### config.mk
export PLATFORM = sky130hd
export DESIGN_NAME = cpu_bus_ctrl
export DESIGN_NICKNAME = d
export VERILOG_FILES = /design/src/rtl/cpu_bus_ctrl.sv
export SDC_FILE = /design/constraint.sdc
export NUM_CORES = 1
export LEC_CHECK = 0
export CORE_MARGIN = 2
export CORE_UTILIZATION = 45
export CTS_BUF_LIST = sky130_fd_sc_hd__clkbuf_16
export DETAILED_ROUTE_END_ITERATION = 6
export GPL_ROUTABILITY_DRIVEN = 0
export PLACE_DENSITY_LB_ADDON = 0.2
export SLEW_MARGIN = 10
export SYNTH_ARGS = -nofsm -noshare
export SYNTH_HDL_FRONTEND = slang
export SYNTH_SLANG_ARGS = --single-unit
### constraint.sdc
create_clock -name clk -period 4.1 [get_ports clk]
set_input_delay 0.41 -clock clk [delete_from_list [all_inputs] [get_ports clk]]
set_output_delay 0.41 -clock clk [all_outputs]
set_load 0.005 [all_outputs]
### src/rtl/cpu_bus_ctrl.sv
// CPU-side bus controller for the NES core: decodes the 6502 address map onto
// RAM/PPU/IO/SRAM/ROM, returns synchronous read data and runs OAM DMA from $4014.
module cpu_bus_ctrl (
    input  logic        clk,
    input  logic        b_rst,
    input  logic        syn_clk,
    input  logic [15:0] cpu_addr_out,
    input  logic [7:0]  cpu_data_out,
    input  logic        ren,
    input  logic        wen,
    output logic [7:0]  cpu_data_in,
    output logic        rdy,
    output logic [14:0] mem_addr,
    output logic [7:0]  mem_wdata,
    output logic        ram_cs,
    output logic        sram_cs,
    output logic        rom_cs,
    output logic        ppu_cs,
    output logic        io_cs,
    output logic        mem_we,
    input  logic [7:0]  ram_rdata,
    input  logic [7:0]  sram_rdata,
    input  logic [7:0]  rom_rdata,
    input  logic [7:0]  ppu_rdata,
    input  logic [7:0]  io_rdata
);

    typedef enum logic [2:0] {
        REG_NONE, REG_RAM, REG_PPU, REG_IO, REG_SRAM, REG_ROM
    } region_t;

    typedef enum logic [2:0] {
        ST_IDLE, ST_HALT, ST_ALIGN, ST_READ, ST_WRITE
    } dma_state_t;

    dma_state_t r_state;
    dma_state_t w_next_state;
    logic [7:0] r_page;
    logic [7:0] r_cnt;
    logic       r_parity;
    logic [7:0] r_dma_data;
    logic [7:0] r_cpu_data;
    region_t    r_tag;
    logic       r_tag_dma;

    logic [15:0] w_src_addr;
    region_t     w_region;
    logic [14:0] w_offset;
    region_t     w_rd_tag;
    logic [7:0]  w_rdata;
    logic        w_cpu_access;
    logic        w_cpu_write;
    logic        w_cpu_read;
    logic        w_dma_read;
    logic        w_dma_write;
    logic        w_dma_start;

    assign rdy         = (r_state == ST_IDLE);
    assign cpu_data_in = r_cpu_data;

    // Strobes are gated by reset so nothing reaches the memories while it is held.
    assign w_cpu_access = b_rst & syn_clk & (ren | wen) & rdy;
    assign w_cpu_write  = w_cpu_access & wen;
    assign w_cpu_read   = w_cpu_access & ~wen;
    assign w_dma_read   = b_rst & syn_clk & (r_state == ST_READ);
    assign w_dma_write  = b_rst & syn_clk & (r_state == ST_WRITE);
    assign w_dma_start  = w_cpu_write & (cpu_addr_out == 16'h4014);
    assign w_src_addr   = (r_state == ST_READ) ? {r_page, r_cnt} : cpu_addr_out;

    always_comb begin
        w_region = REG_NONE;
        w_offset = '0;
        if (w_src_addr[15]) begin
            w_region = REG_ROM;
            w_offset = w_src_addr[14:0];
        end else begin
            case (w_src_addr[14:13])
                2'b00: begin
                    w_region = REG_RAM;
                    w_offset = {4'b0, w_src_addr[10:0]};
                end
                2'b01: begin
                    w_region = REG_PPU;
                    w_offset = {12'b0, w_src_addr[2:0]};
                end
                2'b10: begin
                    if (w_src_addr[12:5] == 8'h00 && w_src_addr[4:0] != 5'h14) begin
                        w_region = REG_IO;
                        w_offset = {10'b0, w_src_addr[4:0]};
                    end
                end
                default: begin
                    w_region = REG_SRAM;
                    w_offset = {2'b0, w_src_addr[12:0]};
                end
            endcase
        end
    end

    // The DMA write to $2004 takes priority; otherwise the decoded source is strobed.
    always_comb begin
        ram_cs    = 1'b0;
        sram_cs   = 1'b0;
        rom_cs    = 1'b0;
        ppu_cs    = 1'b0;
        io_cs     = 1'b0;
        mem_we    = 1'b0;
        mem_addr  = '0;
        mem_wdata = cpu_data_out;
        w_rd_tag  = REG_NONE;
        if (w_dma_write) begin
            ppu_cs    = 1'b1;
            mem_we    = 1'b1;
            mem_addr  = 15'd4;
            mem_wdata = r_dma_data;
        end else if (w_cpu_read || w_cpu_write || w_dma_read) begin
            case (w_region)
                REG_RAM:  ram_cs  = 1'b1;
                REG_PPU:  ppu_cs  = 1'b1;
                REG_IO:   io_cs   = 1'b1;
                REG_SRAM: sram_cs = 1'b1;
                REG_ROM:  rom_cs  = ~w_cpu_write;
                default:  ;
            endcase
            if (w_region != REG_NONE && !(w_region == REG_ROM && w_cpu_write)) begin
                mem_addr = w_offset;
                mem_we   = w_cpu_write;
                if (!w_cpu_write) w_rd_tag = w_region;
            end
        end
    end

    always_comb begin
        case (r_tag)
            REG_RAM:  w_rdata = ram_rdata;
            REG_PPU:  w_rdata = ppu_rdata;
            REG_IO:   w_rdata = io_rdata;
            REG_SRAM: w_rdata = sram_rdata;
            REG_ROM:  w_rdata = rom_rdata;
            default:  w_rdata = 8'h00;
        endcase
    end

    always_comb begin
        w_next_state = r_state;
        case (r_state)
            ST_IDLE:  if (w_dma_start) w_next_state = ST_HALT;
            ST_HALT:  if (syn_clk) w_next_state = r_parity ? ST_ALIGN : ST_READ;
            ST_ALIGN: if (syn_clk) w_next_state = ST_READ;
            ST_READ:  if (syn_clk) w_next_state = ST_WRITE;
            ST_WRITE: if (syn_clk) w_next_state = (r_cnt == 8'hFF) ? ST_IDLE : ST_READ;
            default:  w_next_state = ST_IDLE;
        endcase
    end

    always_ff @(posedge clk or negedge b_rst) begin
        if (!b_rst) begin
            r_state    <= ST_IDLE;
            r_page     <= 8'h00;
            r_cnt      <= 8'h00;
            r_parity   <= 1'b0;
            r_dma_data <= 8'h00;
            r_cpu_data <= 8'h00;
            r_tag      <= REG_NONE;
            r_tag_dma  <= 1'b0;
        end else begin
            r_state <= w_next_state;
            if (syn_clk) r_parity <= ~r_parity;
            if (w_dma_start) begin
                r_page <= cpu_data_out;
                r_cnt  <= 8'h00;
            end else if (w_dma_write) begin
                r_cnt <= r_cnt + 8'd1;
            end
            // Tag lives one clk so the memory's registered data is taken exactly once.
            r_tag     <= w_rd_tag;
            r_tag_dma <= w_dma_read;
            if (r_tag != REG_NONE) begin
                if (r_tag_dma) r_dma_data <= w_rdata;
                else           r_cpu_data <= w_rdata;
            end
        end
    end

endmodule
* Yosys cells after proc, flatten, opt, wreduce, memory -nomap -nowiden
Cells that the tools add are included.
** Word-level totals
- Bits of input ports :: 69
- Bits in registers :: 40
- Output and inout port bits :: 38
- Word-level logic and storage cells :: 105
** Operators by class
- Add/sub/neg operators :: 1
- Bitwise operators :: 13
- Reductions and logical operators :: 15
- Equality and inequality tests :: 24
- Mux-type cells :: 44
** Operator list (count)
- $mux 15 :: 4
- $pmux 8 s5 :: 1
- $pmux 13 s3 :: 1
- $mux 3 :: 10
- $mux 8 :: 3
- $mux 1 :: 19
- $eq 3x2->1 const B :: 6
- $eq 16x15->1 const B :: 1
- $mux 16 :: 1
- $eq 3x3->1 const B :: 5
- $pmux 3 s5 :: 1
- $eq 3x1->1 const B :: 3
- $pmux 3 s3 :: 1
- $add 8x1->8 const B :: 1
- $and 1x1->1 :: 8
- $eq 8x8->1 const B :: 1
- $logic_not 8->1 :: 1
- $ne 2x2->1 const B :: 4
- $reduce_bool 3->1 :: 2
- $mux 5 :: 1
- $ne 5x5->1 const B :: 1
- $reduce_and 5->1 :: 1
- $mux 2 :: 2
- $not 1->1 :: 4
- other kinds (11) :: 15

* Depth between registers and ports, before layout
Gate-level depths: netlist of run 1.
- Word-level depth :: 14
- Mapped depth :: 7
- Depth with buffers taken out :: 6

* Worst setup path before layout of run 1
OpenSTA, ideal clock, no wires.
- Kind :: register to output
- From :: register r_state[2]
- To :: output mem_addr[3]
- Data required time :: 3.690 ns
- Buffers on the path :: 2
- Data arrival time :: 1.636 ns
- Setup slack :: 2.054 ns
- Cell stages (with the launch flop) :: 8
- Cells stage by stage :: dfrtp_1 -> buf_4 -> and3b_1 -> buf_2 -> mux2i_1 -> nand2b_1 -> o21ai_1 -> nor2_1
** On the way
- Longest elaborated chain between the ends :: 14
- Elaborated cells on any way between the ends :: 31
- Those cells by class :: eq/ne: 6; mux: 10; bitwise: 5; reduce/logical: 10
** RTL lines
- start: declaration :: RTL line 36 : dma_state_t r_state;
- start signal: assignment :: RTL line 167 : r_state <= w_next_state;
- $eq 3x2->1 :: RTL line 65, 68
- $mux 16 :: RTL line 68 : assign w_src_addr = (r_state == ST_READ) ? {r_page, r_cnt} : cpu_addr_out;
- $ne 5x5->1 or $logic_not 8->1 (tied branches) :: RTL line 87 : if (w_src_addr[12:5] == 8'h00 && w_src_addr[4:0] != 5'h14) begin
- $logic_and 1x1->1 :: RTL line 87
- $mux 2 :: RTL line 87
- $pmux 3 s3 :: RTL line 77 : case (w_src_addr[14:13])
- $mux 3 :: RTL line 73 : if (w_src_addr[15]) begin
- $eq 3x3->1 :: RTL line 125 : if (w_region != REG_NONE && !(w_region == REG_ROM && w_cpu_write)) begin
- $logic_and 1x1->1 :: RTL line 125
- $logic_not 1->1 :: RTL line 125
- $logic_and 1x1->1 :: RTL line 125
- $mux 15 :: RTL line 125
- $mux 15 :: RTL line 116 : end else if (w_cpu_read || w_cpu_write || w_dma_read) begin
- $mux 15 (*) :: RTL line 111 : if (w_dma_write) begin
- end: declaration :: RTL line 13 : output logic [14:0] mem_addr,
Mark *: on every way between the ends. The rest lies on a longest branch, timed or not.

* Worst setup path in the final report of run 1
- From :: register r_state[1]
- To :: output mem_addr[0]
The elaborated chain is that of the path after synthesis.

==> metrics.csv, run 1 <==
metric,value,unit
io_pins,107,
cts-root-buf,clkbuf_16,
post_cts_buffers,0,
first_pass_iters,4,
numClockSinks,40,
seq_area_frac_synth,37.3,%
antenna_found_initial,0,
clock_path_buffers,2,
slowest_delay,730,ps
hp-class,in2async,
status,finished clean,
reg2regPathDepth,5,
drt.antenna.violating_nets,0,
grt_pass1_vias,2740,
placed_cells,496,
finalSetupViolations,0,
die_x,81.2,µm
wl_per_cell,15.8,µm
grt-ovfl-total,0,
hold_viol_final,0,
rsz0062_at_grt,no,
fin_cells,504,
layout_common_cells,"clkdlybuf4s50_1, nand2_1, dfrtp_1",
skew,8.76,ps
cp-end-kind,output pin,
syn_to_final_growth,47.5,%
r2r_setup_slack,1750,ps
core,5850,µm²
synth_warnings,0,
drive_gt1_share,6.99,%
crit_chain,"and3b_1, mux2_2, nand2b_1, o21ai_1, a21oi_1, clkdlybuf4s50_1",
regArea,1000,µm²
synthArstFlopShare,100,%
fin_nets,498,
grt_pass1_wl,13.1,mm
syn_nets,399,
synth_area_per_cell,8.16,µm²
met2_usage,44.4,%
finalSetupTns,0,ps
cp-start-kind,register,
min_period,3500,ps
die_area,6600,µm²
hpwl,6.00,mm
clkTransAtPathRegs,60,ps
routed-via-count,2823,
cp_max_fo,20,
r2r_start,r_state[1],
detail_route.wirelength,7.98,mm
grt_util_met3,6.78,%
peakVddDrop,285,µV
viasPerCell,5.60,
die_h,81.2,µm
synthDistinctLibCells,49,
numCtsBuffers,5,
cts_tree,done,
num_rows,28,
post-route-util,67.7,%
synth_edf_count,0,
maxCapViolCount,0,
dr.first_iter.drc_count,148,
busiest_layer,met2,
drv_slew,0,
critPathKind,reg2out,
synth_ff_type,dfrtp_1,
post-route-drc-count,0,
required,3690,ps
grt_max_degree,28,
cpMaxStageDelayCell,and3b_1,
multi_input_area,1590,µm²
crit_arrival,3090,ps
synth_area,2680,µm²
tightest_slew,880,ps
leakagePower,1.63,nW
antenna_cells,0,
io_buffer_count,106,
grt_usage,26.0,%
met1_usage,32.6,%
relSlewSlack,41.2,%
final_common_cell,clkdlybuf4s50_1,
fillers,470,
fmax,286,MHz
htree_levels,2,
powerDensity,430,nW/µm²
cts_resized,0,
ys_seq_elements,40,
r2r_end,r_tag[1],
clkLatencyLatePin,290,ps
holdWs,59.4,ps
ctsHoldBuffers,0,
start_util,45.9,%
fin_crit_sh,85.3,%
syn_inst,329,
==> through the flow <==
step / instance area (µm²) / setup slack (ps) / power (mW)
floorplan: 2680 / 2050 / 0.950
detailed placement: 3790 / 914 / 1.25
CTS: 3960 / 610 / 1.71
global route: 3960 / 415 / 1.82
finish: 3960 / 602 / 1.70
global placement: 3790 / 964 / 1.23
==> layout make-up <==
class	count	share of cell area, %
repair buffers	111	27.6
flip-flops and latches	40	25.3
inverters	1	0.0948
well taps	75	2.37
clock inverters	3	1.20
multi-input cells	269	40.3
clock buffers	5	3.16
==> how the worst max path moves through the flow <==
stage	start	endpoint	cells after the start	slack, ps
floorplan	r_state[2]	mem_addr[3]	7	2050
global placement	r_state[1]	mem_addr[0]	6	960
detailed placement	r_state[1]	mem_addr[0]	6	910
CTS	r_state[1]	mem_addr[0]	6	610
global route	r_state[1]	mem_addr[0]	6	420
finish	r_state[1]	mem_addr[0]	6	600
==> per-layer routing <==
| layer | wire length [µm] | up-vias |
|---|---|---|
| li1 | - | 1362 |
| met1 | 3440 | 1334 |
| met2 | 3960 | 117 |
| met3 | 493 | 10 |
| met4 | 91 | 0 |
| met5 | 0 | - |
==> where the power goes <==
part           leakage, nW  switching (mW)  internal, mW
sequential           0.517           0.109         0.493
clock               0.0840           0.160         0.289
combinational         1.03           0.308         0.342
total                 1.63           0.578          1.12
==> logic make-up after synthesis <==
kind of cell	share of synthesized area, %
and+or+nand+nor	29.7
AOI/OAI and AO/OA	15.9
DFF	37.3
muxes	10.5
buffers and inverters	3.54
xor gates and xnor gates	2.61
adders and majority gates	0.466
==> synthesized netlist by cell type (2+ instances only) <==
cell type,n,share of area (%)
nand2_1,87,12
dfrtp_1,40,37
nor2_1,27,3.8
o21ai_0,21,3.9
a21oi_1,17,3.2
mux2i_1,15,5.6
nand2b_1,11,2.6
clkbuf_1,9,1.3
mux2_2,9,3.8
o211ai_1,9,2.5
nor3_1,8,1.5
a221o_1,7,2.6
buf_2,7,1.3
xnor2_1,5,1.6
nand3_1,4,0.75
nor4_1,4,0.93
nand3b_1,3,0.84
nand4_1,3,0.70
nor2b_1,3,0.70
o31ai_1,3,0.84
or3_1,3,0.70
xor2_1,3,0.98
a22oi_1,2,0.56
mux2_4,2,1.1
nand4bb_1,2,0.84
or2_1,2,0.47
==> critical path, delay by kind of cell (launching register included) <==
kind | cells | cell delay [ps]
DFF | 1 | 570
and+or+nand+nor | 2 | 900
buffers and inverters | 1 | 470
AOI/OAI and AO/OA | 2 | 420
muxes | 1 | 440
==> registers in the layout, summed over array words and instances (netlist names) <==
register,count
cpu_data_in,8
r_cnt,8
r_dma_data,8
r_page,8
r_parity,1
r_state,3
r_tag,3
r_tag_dma,1
(Power assumes the default switching activity.)
==> run 2: changes to the inputs <==
--- a/config.mk
+++ b/config.mk
@@ -11,6 +11,7 @@
 export DETAILED_ROUTE_END_ITERATION = 6
 export GPL_ROUTABILITY_DRIVEN = 0
 export PLACE_DENSITY_LB_ADDON = 0.2
+export SETUP_SLACK_MARGIN = 0.5
 export SLEW_MARGIN = 10
 export SYNTH_ARGS = -nofsm -noshare
 export SYNTH_HDL_FRONTEND = slang
==> run 2 against run 1 <==
  * Global-route usage unchanged
  * Combinational power barely moved
  * Worst setup slack better by 130 ps
  * Final cell count stayed put
  * Sequential power about the same
  * Utilization about the same
  * Critical endpoint is now mem_addr[5]
  * Via count decreased by 0.11%
  * Critical path type unchanged
  * Flip-flop and latch count did not move
  * Design area barely moved
  * Clock power about the same
  * Register-to-register slack gained 230 ps
==> metrics.csv, run 2 (synthesized netlist as in run 1, its figures left out) <==
metric,value,unit,change
status,finished clean,,
post-route-util,67.7,%,about the same
rsz0062_at_grt,no,,
io_buffer_count,106,,unchanged
numClockSinks,40,,unchanged
min_period,3370,ps,-126 ps
syn_to_final_growth,47.6,%,about the same
grt-ovfl-total,0,,unchanged
wl_per_cell,15.8,µm,about the same
clkLatencyLatePin,290,ps,about the same
layout_common_cells,"clkdlybuf4s50_1, nand2_1, dfrtp_1",,
numCtsBuffers,5,,unchanged
crit_arrival,2960,ps,-130 ps
hpwl,6.00,mm,unchanged
grt_max_degree,28,,unchanged
r2r_setup_slack,1980,ps,+230 ps
critPathKind,reg2out,,
hp-class,in2async,,
antenna_cells,0,,unchanged
fin_nets,498,,unchanged
start_util,45.9,%,unchanged
viasPerCell,5.60,,-0.11%
die_x,81.2,µm,unchanged
cts_tree,done,,
peakVddDrop,285,µV,about the same
first_pass_iters,4,,unchanged
hold_viol_final,0,,unchanged
grt_pass1_wl,13.1,mm,unchanged
post-route-drc-count,0,,unchanged
powerDensity,430,nW/µm²,about the same
detail_route.wirelength,7.98,mm,about the same
post_cts_buffers,0,,unchanged
antenna_found_initial,0,,unchanged
fin_cells,504,,unchanged
io_pins,107,,unchanged
finalSetupTns,0,ps,unchanged
maxCapViolCount,0,,unchanged
fillers,470,,unchanged
grt_usage,26.0,%,unchanged
dr.first_iter.drc_count,158,,+6.8%
required,3690,ps,about the same
htree_levels,2,,unchanged
drt.antenna.violating_nets,0,,unchanged
fin_crit_sh,82.2,%,-3.1 points
holdWs,59.4,ps,+0.0106 ps
leakagePower,1.63,nW,about the same
placed_cells,496,,unchanged
drive_gt1_share,7.23,%,+0.23 points
grt_pass1_vias,2740,,unchanged
relSlewSlack,41.2,%,unchanged
core,5850,µm²,unchanged
clock_path_buffers,2,,unchanged
die_area,6600,µm²,unchanged
cp-start-kind,register,,
final_common_cell,clkdlybuf4s50_1,,
finalSetupViolations,0,,unchanged
skew,8.69,ps,-0.0689 ps
num_rows,28,,unchanged
cp-end-kind,output pin,,
clkTransAtPathRegs,60,ps,about the same
drv_slew,0,,unchanged
die_h,81.2,µm,unchanged
routed-via-count,2820,,-0.11%
fmax,297,MHz,+3.7%
tightest_slew,880,ps,unchanged
cts-root-buf,clkbuf_16,,
cp_max_fo,12,,-40%
-- run 2: stage by stage --
step | power, mW | area [µm²] | setup WS [ps]
floorplan | 0.950 | 2680 | 2050
global placement | 1.23 | 3790 | 964
detailed placement | 1.25 | 3790 | 914
CTS | 1.71 | 3960 | 610
global route | 1.82 | 3960 | 533
finish | 1.70 | 3960 | 728
-- run 2: critical path, stage by stage, from the launching register on --
cell	delay, ps
dfrtp_1	570
nand3b_1	540
nand2_1	220
nand2_1	160
o21ai_0	600
a21oi_1	90
clkdlybuf4s50_1	490
-- run 2: power breakdown --
part | total (mW) | internal (mW) | switching [mW]
clock | 0.449 | 0.289 | 0.160
combinational | 0.651 | 0.342 | 0.308
sequential | 0.602 | 0.493 | 0.109
-- run 2: final cells by class --
class | count | area [µm²] | area share, %
multi-input combinational | 269 | 1600 | 40.3
timing repair buffer | 111 | 1090 | 27.6
sequential | 40 | 1000 | 25.3
clock buffer | 5 | 125 | 3.16
tap | 75 | 93.8 | 2.37
clock inverter | 3 | 47.5 | 1.20
inverter | 1 | 3.75 | 0.0948
-- run 2: path summary, 6_finish.rpt --
kind                       startpoint        endpoint  cells past startpoint
min                             b_rst        r_cnt[2]                      1
min reg2reg                  r_parity        r_parity                      1
max reg2reg                r_state[1]        r_tag[1]                      5
max                        r_state[1]     mem_addr[5]                      6
max in group asynchronous       b_rst  cpu_data_in[6]                      2
min in group clk             r_parity        r_parity                      1
-- run 2: per-layer routing --
metal | vias up | GRT usage [%] | share of wire, %
li1 | 1361 | - | -
met1 | 1333 | 32.6 | 43
met2 | 116 | 44.4 | 50
met3 | 10 | 6.78 | 6.2
met4 | 0 | 7.12 | 1.1
met5 | - | 0 | 0
-- run 2: what timing repair did --
item                       4_1_cts  5_1_grt
setup endpoints to repair        0        5
resized for setup                0        1
hold buffers                     0        0
